### src/rtl/vend_controller.sv
// Vending transaction controller: accumulates coin credit, checks selections
// against parameterised prices, and sequences the dispense motor and the
// change hopper through req/ack handshakes. All outputs are registered.
`timescale 1ns/1ps
module vend_controller #(
    parameter int PRICE0     = 5,
    parameter int PRICE1     = 7,
    parameter int CREDIT_W   = 4,
    parameter int MAX_CREDIT = 15,
    parameter int TIMEOUT    = 200
) (
    input  logic                clk,
    input  logic                rst_n,
    input  logic                coin_1,
    input  logic                coin_2,
    input  logic                sel_valid,
    input  logic                sel_id,
    input  logic                cancel,
    output logic                vend_req,
    output logic                vend_id,
    input  logic                vend_done,
    output logic                chg_req,
    output logic                chg_2,
    input  logic                chg_ack,
    output logic                coin_reject,
    output logic                sel_deny,
    output logic [CREDIT_W-1:0] credit,
    output logic                busy
);

    localparam int TIMER_W = $clog2(TIMEOUT + 1);
    localparam int SUM_W   = CREDIT_W + 1;

    typedef enum logic [1:0] {IDLE, CREDIT, VEND, CHANGE} state_t;

    state_t              state_q, state_d;
    logic [CREDIT_W-1:0] credit_q, credit_d;
    logic [TIMER_W-1:0]  timer_q, timer_d;
    logic                vend_id_q, vend_id_d;
    logic                vend_req_q, vend_req_d;
    logic                chg_req_q, chg_req_d;
    logic                chg_2_q, chg_2_d;
    logic                coin_reject_q, coin_reject_d;
    logic                sel_deny_q, sel_deny_d;
    logic                busy_q, busy_d;

    logic [1:0]          coin_val;
    logic                coin_any;
    logic [SUM_W-1:0]    coin_sum;
    logic                coin_fits;
    logic [CREDIT_W-1:0] sel_price;
    logic                can_buy;

    // Coin value, overflow check against the current credit, and price lookup
    always_comb begin
        coin_val  = {coin_2, coin_1};
        coin_any  = coin_1 | coin_2;
        coin_sum  = SUM_W'(credit_q) + SUM_W'(coin_val);
        coin_fits = (coin_sum <= SUM_W'(MAX_CREDIT));
        sel_price = sel_id ? CREDIT_W'(PRICE1) : CREDIT_W'(PRICE0);
        can_buy   = (credit_q >= sel_price);
    end

    // Next-state, credit, timer and registered-output computation
    always_comb begin
        state_d       = state_q;
        credit_d      = credit_q;
        timer_d       = timer_q;
        vend_id_d     = vend_id_q;
        coin_reject_d = 1'b0;
        sel_deny_d    = 1'b0;

        case (state_q)
            IDLE: begin
                timer_d = '0;
                if (sel_valid) begin
                    sel_deny_d = 1'b1;
                end
                if (coin_any) begin
                    if (coin_fits) begin
                        credit_d = coin_sum[CREDIT_W-1:0];
                        state_d  = CREDIT;
                    end else begin
                        coin_reject_d = 1'b1;
                    end
                end
            end
            CREDIT: begin
                timer_d = timer_q + TIMER_W'(1);
                if (cancel) begin
                    coin_reject_d = coin_any;
                    state_d       = CHANGE;
                end else if (sel_valid && can_buy) begin
                    timer_d       = '0;
                    credit_d      = credit_q - sel_price
                                    + (coin_fits ? CREDIT_W'(coin_val) : '0);
                    coin_reject_d = coin_any && !coin_fits;
                    vend_id_d     = sel_id;
                    state_d       = VEND;
                end else begin
                    if (sel_valid) begin
                        sel_deny_d = 1'b1;
                        timer_d    = '0;
                    end
                    if (coin_any) begin
                        if (coin_fits) begin
                            credit_d = coin_sum[CREDIT_W-1:0];
                            timer_d  = '0;
                        end else begin
                            coin_reject_d = 1'b1;
                        end
                    end
                    if (!sel_valid && !(coin_any && coin_fits)
                        && (timer_q == TIMER_W'(TIMEOUT - 1))) begin
                        state_d = CHANGE;
                    end
                end
            end
            VEND: begin
                coin_reject_d = coin_any;
                sel_deny_d    = sel_valid;
                if (vend_done) begin
                    state_d = CHANGE;
                end
            end
            CHANGE: begin
                coin_reject_d = coin_any;
                if (chg_ack && chg_req_q) begin
                    credit_d = credit_q - (chg_2_q ? CREDIT_W'(2) : CREDIT_W'(1));
                end
            end
            default: begin
                state_d = IDLE;
            end
        endcase

        // Nothing left to return means the transaction is over
        if ((state_d == CHANGE) && (credit_d == '0)) begin
            state_d = IDLE;
        end

        vend_req_d = (state_d == VEND);
        chg_req_d  = (state_d == CHANGE);
        chg_2_d    = chg_req_d && (credit_d >= CREDIT_W'(2));
        busy_d     = vend_req_d || chg_req_d;
    end

    // State and output registers; reset forfeits credit and drops all requests
    always_ff @(posedge clk or negedge rst_n) begin
        if (!rst_n) begin
            state_q       <= IDLE;
            credit_q      <= '0;
            timer_q       <= '0;
            vend_id_q     <= 1'b0;
            vend_req_q    <= 1'b0;
            chg_req_q     <= 1'b0;
            chg_2_q       <= 1'b0;
            coin_reject_q <= 1'b0;
            sel_deny_q    <= 1'b0;
            busy_q        <= 1'b0;
        end else begin
            state_q       <= state_d;
            credit_q      <= credit_d;
            timer_q       <= timer_d;
            vend_id_q     <= vend_id_d;
            vend_req_q    <= vend_req_d;
            chg_req_q     <= chg_req_d;
            chg_2_q       <= chg_2_d;
            coin_reject_q <= coin_reject_d;
            sel_deny_q    <= sel_deny_d;
            busy_q        <= busy_d;
        end
    end

    assign vend_req    = vend_req_q;
    assign vend_id     = vend_id_q;
    assign chg_req     = chg_req_q;
    assign chg_2       = chg_2_q;
    assign coin_reject = coin_reject_q;
    assign sel_deny    = sel_deny_q;
    assign credit      = credit_q;
    assign busy        = busy_q;

endmodule

### config.mk
export PLATFORM = sky130hd
export DESIGN_NAME = vend_controller
export DESIGN_NICKNAME = d
export VERILOG_FILES = /design/src/rtl/vend_controller.sv
export SDC_FILE = /design/constraint.sdc
export NUM_CORES = 1
export LEC_CHECK = 0
export BUFFER_PORTS_ARGS = -buffer_cell sky130_fd_sc_hd__buf_2
export CAP_MARGIN = 25
export CORE_UTILIZATION = 25
export DETAILED_ROUTE_END_ITERATION = 10
export GPL_ROUTABILITY_DRIVEN = 0
export GPL_TIMING_DRIVEN = 1
export SETUP_SLACK_MARGIN = 0.2
export SLEW_MARGIN = 10
export SYNTH_ARGS = -nofsm -noshare
export SYNTH_HDL_FRONTEND = slang
export SYNTH_SLANG_ARGS = --single-unit
### constraint.sdc
create_clock -name clk -period 3.3 [get_ports clk]
set_input_delay 0.165 -clock clk [delete_from_list [all_inputs] [get_ports clk]]
set_output_delay 0.165 -clock clk [all_outputs]
set_load 0.1 [all_outputs]
# Word level (Yosys, flattened, before mapping)

Cells that the tools add are included.

Bits in registers: 21
Output and inout bits: 11
Word-level logic and storage cells: 76

Add/sub/neg operators: 5
$lt $le $gt $ge: 3
Equal/unequal tests: 7
Muxes and demuxes: 32
Bitwise operators: 2
Reduce and logical (&&, ||, !) cells: 17

Operators with widths:

| cell                                                                                | count |
|---|---|
| 8-bit 2-to-1 mux                                                                    | 5 |
| 2-bit 2-to-1 mux                                                                    | 10 |
| 4-bit 2-to-1 mux                                                                    | 5 |
| 8-bit case mux with 2 select lines                                                  | 1 |
| 4-bit case mux with 3 select lines                                                  | 1 |
| 2-bit == test, second input constant                                                | 5 |
| 8-bit by 1-bit adder with 8-bit output, second input constant                       | 1 |
| 8-bit == test, second input constant                                                | 1 |
| 1-bit logical AND                                                                   | 8 |
| 1-bit 2-to-1 mux                                                                    | 7 |
| 1-bit case mux with 3 select lines                                                  | 2 |
| 2-bit case mux with 3 select lines                                                  | 1 |
| 4-bit by 2-bit adder with 5-bit output                                              | 1 |
| 5-bit by 4-bit <= comparator with 1-bit output, second input constant               | 1 |
| 4-bit by 2-bit adder with 4-bit output                                              | 1 |
| 4-bit by 2-bit greater-or-equal comparator with 1-bit output, second input constant | 1 |
| 4-bit by 3-bit greater-or-equal comparator with 1-bit output                        | 1 |
| 4-bit logical NOT                                                                   | 1 |
| 4-bit by 2-bit subtractor with 4-bit output                                         | 1 |
| 4-bit by 3-bit subtractor with 4-bit output                                         | 1 |
| 1-bit logical NOT                                                                   | 3 |
| 3-bit AND reduction                                                                 | 1 |
| 2-bit by 1-bit == test with 1-bit output, second input constant                     | 1 |
| 2-bit logical NOT                                                                   | 1 |
| other kinds (5)                                                                     | 5 |

# Longest topological paths before layout

Gate-level depths: netlist (run 1).

Word-level depth: 15
Depth in mapped cells: 13
Depth with buffers taken out: 13

# Worst setup path before layout (run 1)

No wires, ideal clock.

Kind: reg-to-reg
From: reg credit_q[0] (netlist: credit[0])
To: reg chg_req_q (netlist: chg_req)
Library setup time: 0.077 ns
Arrival: 3.844 ns
Setup slack: -0.621 ns
Cell stages (with the launch flop): 12
Path buffers: 0
Clock period less this slack: 3.921 ns
Cell sequence: dfrtp_1 ha_1 fa_1 nand3_1 nand2_1 fa_1 fa_1 o41ai_1 a211oi_1 a211oi_2 a211oi_2 a21oi_1

Elaborated cells between the ends (all ways): 29
Those cells by class: add/sub (4); order compare (2); eq/ne (2); mux (14); reduce/logical (7)

RTL lines:

| what                                                                       | RTL line    | RTL |
|---|---|---|
| start: declaration                                                         | 37          | `logic [CREDIT_W-1:0] credit_q, credit_d;` |
| start signal: assignment                                                   | 163         | `credit_q <= credit_d;` |
| 4-bit by 2-bit adder with 5-bit output                                     | 58          | `coin_sum = SUM_W'(credit_q) + SUM_W'(coin_val);` |
| 5-bit by 4-bit <= comparator with 1-bit output                             | 59          | `coin_fits = (coin_sum <= SUM_W'(MAX_CREDIT));` |
| 2-bit 2-to-1 mux or 4-bit 2-to-1 mux (tied branches)                       | 96, 80, 106 |  |
| 4-bit by 2-bit adder with 4-bit output or 4-bit 2-to-1 mux (tied branches) | 96, 79      |  |
| 4-bit 2-to-1 mux                                                           | 93          | `end else if (sel_valid && can_buy) begin` |
| 4-bit 2-to-1 mux                                                           | 90          | `if (cancel) begin` |
| 4-bit case mux with 3 select lines (*)                                     | 73          | `case (state_q)` |
| named net credit_d[1]                                                      | 37          |  |
| 4-bit logical NOT (*)                                                      | 138         | `if ((state_d == CHANGE) && (credit_d == '0)) begin` |
| 1-bit logical AND (*)                                                      | 138         |  |
| 2-bit 2-to-1 mux (*)                                                       | 138         |  |
| 2-bit == test (*)                                                          | 143         | `chg_req_d = (state_d == CHANGE);` |
| named net chg_req_d                                                        | 41          | `logic chg_req_q, chg_req_d;` |
| end signal: assignment                                                     | 167         | `chg_req_q <= chg_req_d;` |
| end: declaration                                                           | 41          |  |

The timed path passes the listed nets; every way through them passes the cells marked *.
A chain may end at the register's enable or synchronous reset.

# Worst setup path after layout (run 1)

Ends and elaborated chain as after synthesis.

==> results of run 1 <==
-- Yosys cell counts (2+ instances only) --
| cell type | count | share of area |
|---|---|---|
| fa_1 | 4 | 0.049 |
| nand3_1 | 6 | 0.018 |
| buf_4 | 2 | 0.0091 |
| a211oi_1 | 2 | 0.0091 |
| and3_1 | 5 | 0.019 |
| clkbuf_1 | 3 | 0.0068 |
| nand2b_1 | 5 | 0.019 |
| o211ai_1 | 2 | 0.0091 |
| o31ai_1 | 2 | 0.0091 |
| nand4_1 | 3 | 0.011 |
| ha_1 | 9 | 0.068 |
| nor4bb_1 | 2 | 0.012 |
| xor2_1 | 2 | 0.011 |
| a22oi_1 | 4 | 0.018 |
| buf_2 | 2 | 0.0061 |
| nor3_1 | 2 | 0.0061 |
| or2_2 | 2 | 0.0076 |
| inv_1 | 15 | 0.034 |
| a211o_1 | 2 | 0.011 |
| nand2_1 | 13 | 0.030 |
| a31oi_1 | 4 | 0.015 |
| o2111ai_1 | 2 | 0.011 |
| and2_2 | 2 | 0.0091 |
| nor2_1 | 16 | 0.036 |
| o21ai_0 | 17 | 0.052 |
| a21oi_1 | 13 | 0.039 |
| a21o_1 | 2 | 0.0091 |
| dfrtp_1 | 20 | 0.30 |
| a211oi_2 | 3 | 0.023 |
| o21ai_1 | 2 | 0.0061 |
| nor2b_1 | 2 | 0.0076 |
| o41ai_1 | 2 | 0.011 |
-- worst min-delay path by stage --
stage                     slack [ps]  depth (start not counted)    endpoint
after floorplan                 -130                          0        busy
after global placement           140                          1  timer_q[5]
after detailed placement         150                          1  timer_q[5]
after CTS                        210                          2     vend_id
after global routing             220                          2     vend_id
final                            220                          2     vend_id
-- cell usage in the layout, fill, tap and decap left out, types with 2 or more instances in the layout --
| master | n |
|---|---|
| a211o_1 | 2 |
| a211oi_2 | 3 |
| a21o_1 | 2 |
| a21oi_1 | 10 |
| a21oi_2 | 2 |
| a22oi_1 | 4 |
| a31oi_1 | 4 |
| and2_2 | 2 |
| and3_1 | 5 |
| buf_2 | 19 |
| buf_4 | 9 |
| clkbuf_8 | 3 |
| dfrtp_1 | 17 |
| dfrtp_2 | 2 |
| fa_2 | 3 |
| ha_1 | 7 |
| ha_4 | 2 |
| inv_1 | 14 |
| nand2_1 | 12 |
| nand2b_1 | 5 |
| nand3_1 | 4 |
| nand4_1 | 3 |
| nor2_1 | 16 |
| nor2b_1 | 2 |
| nor3_1 | 2 |
| nor4bb_1 | 2 |
| o211ai_1 | 2 |
| o21ai_0 | 17 |
| o21ai_1 | 2 |
| o31ai_1 | 2 |
| or2_2 | 2 |
| xor2_1 | 2 |
-- layer usage --
metal | vias up | GRT usage | part of all wire
met5 | - | 0 | 0
met2 | 36 | 0.2399 | 0.51
met1 | 786 | 0.1775 | 0.43
met4 | 0 | 0.03292 | 0.014
li1 | 756 | - | -
met3 | 6 | 0.02883 | 0.048
-- worst max-delay path: cells and delay by family, from the launching register on --
kind            cells  cell delay (ps)
fa+ha+maj           4             1550
flops               1              490
compound gates      5             1020
simple gates        2              130
-- sequential cells by signal, summed over array words and instances (netlist names) --
name         cells
busy             1
state_q          1
vend_id          1
timer_q          8
vend_req         1
chg_2            1
coin_reject      1
credit           4
sel_deny         1
chg_req          1
-- layout make-up --
| cell class | count | area (um^2) |
|---|---|---|
| Fill cell | 642 | 4297 |
| Multi-Input combinational cell | 149 | 1144 |
| Sequential cell | 20 | 506.7 |
| Timing Repair Buffer | 29 | 172.7 |
| Tap cell | 77 | 96.34 |
| Inverter | 16 | 62.56 |
| Clock buffer | 3 | 41.29 |
| Clock inverter | 1 | 30.03 |
-- power by group --
part | internal (mW) | switching (mW)
clock network | 0.162 | 0.0917
registers | 0.325 | 0.113
logic | 0.518 | 1.05
-- cell families (layout without fill, tap and decap cells) --
logic type	count (synthesis)	count (layout)	synth area share
muxes	1	1	0.006823
AOI/OAI and AO/OA	65	65	0.2623
DFF	20	20	0.3033
adders and majority gates	13	13	0.1168
and+or+nand+nor	67	67	0.2252
xor gates and xnor gates	3	3	0.01592
buffers and inverters	25	49	0.06974
-- metrics by stage --
step / util / area [um^2] / cells / TNS (ps)
after global placement: 0.2969 / 1886 / 288 / 0
after global routing: 0.3234 / 2053 / 295 / -266.1
after CTS: 0.3153 / 2002 / 294 / 0
after floorplan: - / 1694 / 194 / -133.5
final: 0.3234 / 2053 / 295 / 0
after detailed placement: 0.2969 / 1886 / 288 / 0
-- what timing repair did --
action | 4_1_cts | 5_1_grt
setup buffers | 1 | 1
pin swaps | 13 | 12
hold buffers | 1 | 0
cloned | 0 | 0
gates resized for setup | 5 | 9
hold endpoints to repair | 20 | 0
setup endpoints to repair | 4 | 6
==> flow_summary_export.csv, run 1 <==
group,metric,value,unit
outcome,outcome,"complete, no violations",
placement,dp_hpwl,3.434,mm
logic_synthesis,syn_inst,194,
drt,vias,1584,
sta,setup_ws,32.36,ps
clock_tree,root_buffer,"clkbuf_8",
clock_tree,cts_tree,"yes",
finish,drive_above_1_share,0.2890,
global_route,grt_max_degree,21,
clock_tree,path_clk_slew,80,ps
drt,drt-initial-drc-count,170,
clock_tree,cts.sinks,20,
sta,fmax,306.0,MHz
logic_synthesis,ys_seq_area_frac,0.3033,
drt,antenna_left,0,
die,rows,29,
clock_tree,clock_latency,260,ps
clock_tree,cts.path.max_buffers,2,
logic_synthesis,synth-edff-count,0,
power,power_density,1102,mW/mm^2
worst_setup_path,reg2reg_to,"chg_req",
worst_setup_path,crit_type,"flop to flop",
worst_setup_path,timing.rr.start,"credit[0]",
worst_setup_path,endpoint,"chg_req",
flow_run,drv_cap,0,
global_route,antenna_found_initial,0,
worst_setup_path,worstPathRequired,3490,ps
hold_path,hp-class,"primary input to flop",
power,finalPower,2.263,mW
logic_synthesis,synth_ff_type,"dfrtp_1",
worst_setup_path,worst_setup_path_end_kind,"flop",
sta,worst_pin_slew,719.9,ps
worst_setup_path,critical_path.most_common_cell,"fa_2",
worst_setup_path,crit_path_max_incr_delay,560,ps
finish,area_delta_synth_final,24.41,%
global_route,grt.total_usage,0.1392,
sta,hold_viol,0,
worst_setup_path,slowest_stage,"fa_2",
logic_synthesis,yosysWarnings,0,
global_route,grt_first_pass_wirelength,7.790,mm
worst_setup_path,regToRegSetupSlack,30,ps
sta,min_period,3268,ps
logic_synthesis,synth-seq-cells,20,
power,p_leak,0.9010,nW
drt,viasPerCell,5.369,
finish,fin_nets,241,
logic_synthesis,syn_area,0.001650,mm^2
clock_tree,htree_levels,1,
sta,hold_slack,221.7,ps
placement,port_buffers,19,
power,ir_worst_vdd,0.3222,mV
logic_synthesis,ys_async_sr_fraction,1.000,
die,ios,20,
finish,n_antenna_cell,0,
sta,rsz0062_at_grt,"yes",
drt,drcViolationCount,0,
worst_setup_path,reg2reg_depth,11,
worst_setup_path,critPathMaxFanout,4,
worst_setup_path,cp.arrival,3460,ps
die,die-height,83.25,um
drt,wl_per_cell,16.40,um
worst_setup_path,worstPathCellList,"ha_4, fa_2, nand3_4, nand2_2, fa_2, fa_2, o41ai_4, a211oi_2, a211oi_2, a211oi_4, a21oi_1",
die,die_w,83.25,um
sta,max_slew_margin,0.5191,
clock_tree,cts_made_buffers,3,
die,die-area,0.006931,mm^2
drt,wirelength,4.837,mm
sta,drv_slew,0,
hold_path,hp-start,"sel_id",
logic_synthesis,syn_avg_cell_area,8.507,um^2
sta,setup_viol,0,
sta,timing.final.crit_share,0.9902,
die,core_area,0.006350,mm^2
placement,post-place-ws,90.31,ps
logic_synthesis,syn-num-nets,216,
worst_setup_path,critPathLaunch,"credit[0]",
global_route,grt_remaining_overflow,0,
die,start_util,0.2599,
logic_synthesis,synth.distinct_cells,54,
global_route,grt_pass1_vias,1543,
sta,skew,3.401,ps
drt,dr.pass1.iters,4,
worst_setup_path,startpoint_type,"flop",
(Power assumes the default switching activity.)
==> inputs of run 2 (changes only) <==
Clock period 3.3 ns to 3 ns, I/O delays scaled along.
==> run 2 against run 1 <==
Net effect: cell count grew 3.4%; final area up 3.6%; largest cell class unchanged; critical path depth grew 1; fmax rose by 0.38%; non-clock buffer count rose by 10; hold slack lost 23 ps; sequential power rose by 3%; die area is the same; the flow now finishes with violations (negative setup slack).
==> flow_summary_export.csv, run 2 (synthesis results as in run 1) <==
group,metric,value,unit
sta,setup_viol,5,
drt,drt-initial-drc-count,98,
finish,area_delta_synth_final,28.89,%
sta,rsz0062_at_grt,"yes",
global_route,grt_max_degree,21,
finish,n_antenna_cell,0,
drt,top_layer_used,"met4",
worst_setup_path,critPathMaxFanout,4,
global_route,grt_pass1_vias,1597,
outcome,outcome,"finished, violations left",
finish,fin_nets,251,
finish,final_cell_mix,"19 x buf_2, 18 x buf_4, 17 x o21ai_0, 17 x dfrtp_1, 16 x nor2_1",
worst_setup_path,critical_path.most_common_cell,"fa_2",
die,start_util,0.2599,
sta,setup_ws,-255.1,ps
clock_tree,cts_tree,"yes",
clock_tree,cts_made_buffers,3,
worst_setup_path,worstPathCellList,"ha_4, fa_2, nand3_4, nand2_2, fa_1, fa_2, xnor2_2, nand3_1, o2bb2ai_1, a211o_1, a211oi_2, a21oi_1",
die,die-height,83.25,um
finish,fin_cells,305,
sta,hold_viol,0,
finish,final_core_util,0.3350,
worst_setup_path,slowest_stage,"dfrtp_4",
drt,wirelength,4.781,mm
clock_tree,clock_latency,260,ps
placement,placed_area,0.001941,mm^2
drt,dr.pass1.iters,4,
hold_path,hp-start,"sel_id",
clock_tree,path_clk_slew,80,ps
global_route,grt_remaining_overflow,0,
placement,dp.cells,295,
worst_setup_path,cp.arrival,3400,ps
hold_path,hp-class,"primary input to flop",
sta,fmax,307.2,MHz
power,ir_worst_vdd,0.5544,mV
sta,skew,4.135,ps
clock_tree,cts.path.max_buffers,2,
drt,wl_per_cell,15.68,um
clock_tree,root_buffer,"clkbuf_8",
global_route,grt_first_pass_wirelength,7.679,mm
worst_setup_path,critPathTopFamily,"adder cells",
drt,antenna_left,0,
sta,min_period,3255,ps
die,ios,20,
drt,drcViolationCount,0,
drt,routed-wl-met2,2.302,mm
die,die-area,0.006931,mm^2
finish,top_register,"timer_q",
worst_setup_path,critPathLaunch,"credit[0]",
global_route,antenna_found_initial,0,
sta,worst_pin_slew,773.9,ps
worst_setup_path,startpoint_type,"flop",
worst_setup_path,timing.rr.start,"credit[0]",
clock_tree,cts.sinks,20,
power,p_leak,0.9575,nW
die,core_area,0.006350,mm^2
finish,largest_reg_flops,8,
drt,wl_met1,2.238,mm
sta,timing.final.crit_share,1.085,
placement,dp_hpwl,3.419,mm
finish,stdcell_area,0.002127,mm^2
global_route,grt.total_usage,0.1372,
die,rows,29,
worst_setup_path,crit_path_max_incr_delay,490,ps
worst_setup_path,path_buf_inv,0,
sta,max_slew_margin,0.4830,
worst_setup_path,worst_setup_path_end_kind,"flop",
sta,tns,-1063,ps
outcome,violations,"negative setup slack",
drt,viasPerCell,5.262,
die,die_w,83.25,um
placement,port_buffers,19,
drt,vias,1605,
worst_setup_path,worstPathRequired,3140,ps
drt,met3RoutedLength,173,um
finish,drive_above_1_share,0.3158,
flow_run,drv_cap,0,
sta,drv_slew,0,
power,power_density,1202,mW/mm^2
finish,final_common_cell,"buf_2",
worst_setup_path,crit_type,"flop to flop",
clock_tree,htree_levels,1,
## run 2: cell types whose count changed in the layout (fill, tap and decap cells not counted)
cell / before / now
a211oi_4: 1 / 0
fa_1: 1 / 2
fa_2: 3 / 2
a211oi_2: 3 / 4
and2_2: 2 / 1
a21oi_2: 2 / 1
xnor2_1: 1 / 0
buf_6: 0 / 1
a21oi_1: 10 / 11
and2_4: 0 / 1
buf_4: 9 / 18
xnor2_2: 0 / 1
## run 2: final cells by class
class | instances | area, um^2
Timing Repair Buffer | 39 | 251.5
Tap cell | 77 | 96.34
Inverter | 16 | 62.56
Multi-Input combinational cell | 149 | 1139
Clock inverter | 1 | 30.03
Clock buffer | 3 | 41.29
Sequential cell | 20 | 506.7
Fill cell | 660 | 4223
## run 2: repair_timing
action | CTS | global route
hold buffers | 1 | 0
setup endpoints to repair | 6 | 7
buffers inserted | 2 | 3
pin swaps | 6 | 4
hold endpoints to repair | 20 | 0
gates resized for setup | 3 | 9
## run 2: metrics by stage
stage / setup WS (ps) / power (mW) / hold WS [ps]
after CTS: -179.2 / 2.421 / 199.8
after detailed placement: -246.0 / 2.073 / 140.1
final: -255.1 / 2.556 / 198.8
after global routing: -331.7 / 2.718 / 204.9
after floorplan: -338.7 / 1.688 / -145.6
after global placement: -200.5 / 2.058 / 130.5
## run 2: worst paths after layout
check | to | slack, ps | cells past startpoint
max | busy | -260 | 12
min | vend_id | 200 | 2
max reg2reg | busy | -260 | 12
min reg2reg | vend_id | 520 | 1
max in group asynchronous | credit[0] | 2270 | 2
min in group asynchronous | sel_deny | 370 | 2
## run 2: report_power, final
part | internal, mW | switching (mW) | total, mW
combinational | 0.647 | 1.18 | 1.83
sequential | 0.358 | 0.0923 | 0.451
clock | 0.178 | 0.0985 | 0.277
## run 2: metal layers
layer,vias to the layer above,global-route usage
met2,40,0.2273
met1,779,0.1804
met4,0,0.05329
met3,8,0.01889
li1,778,-
met5,-,0
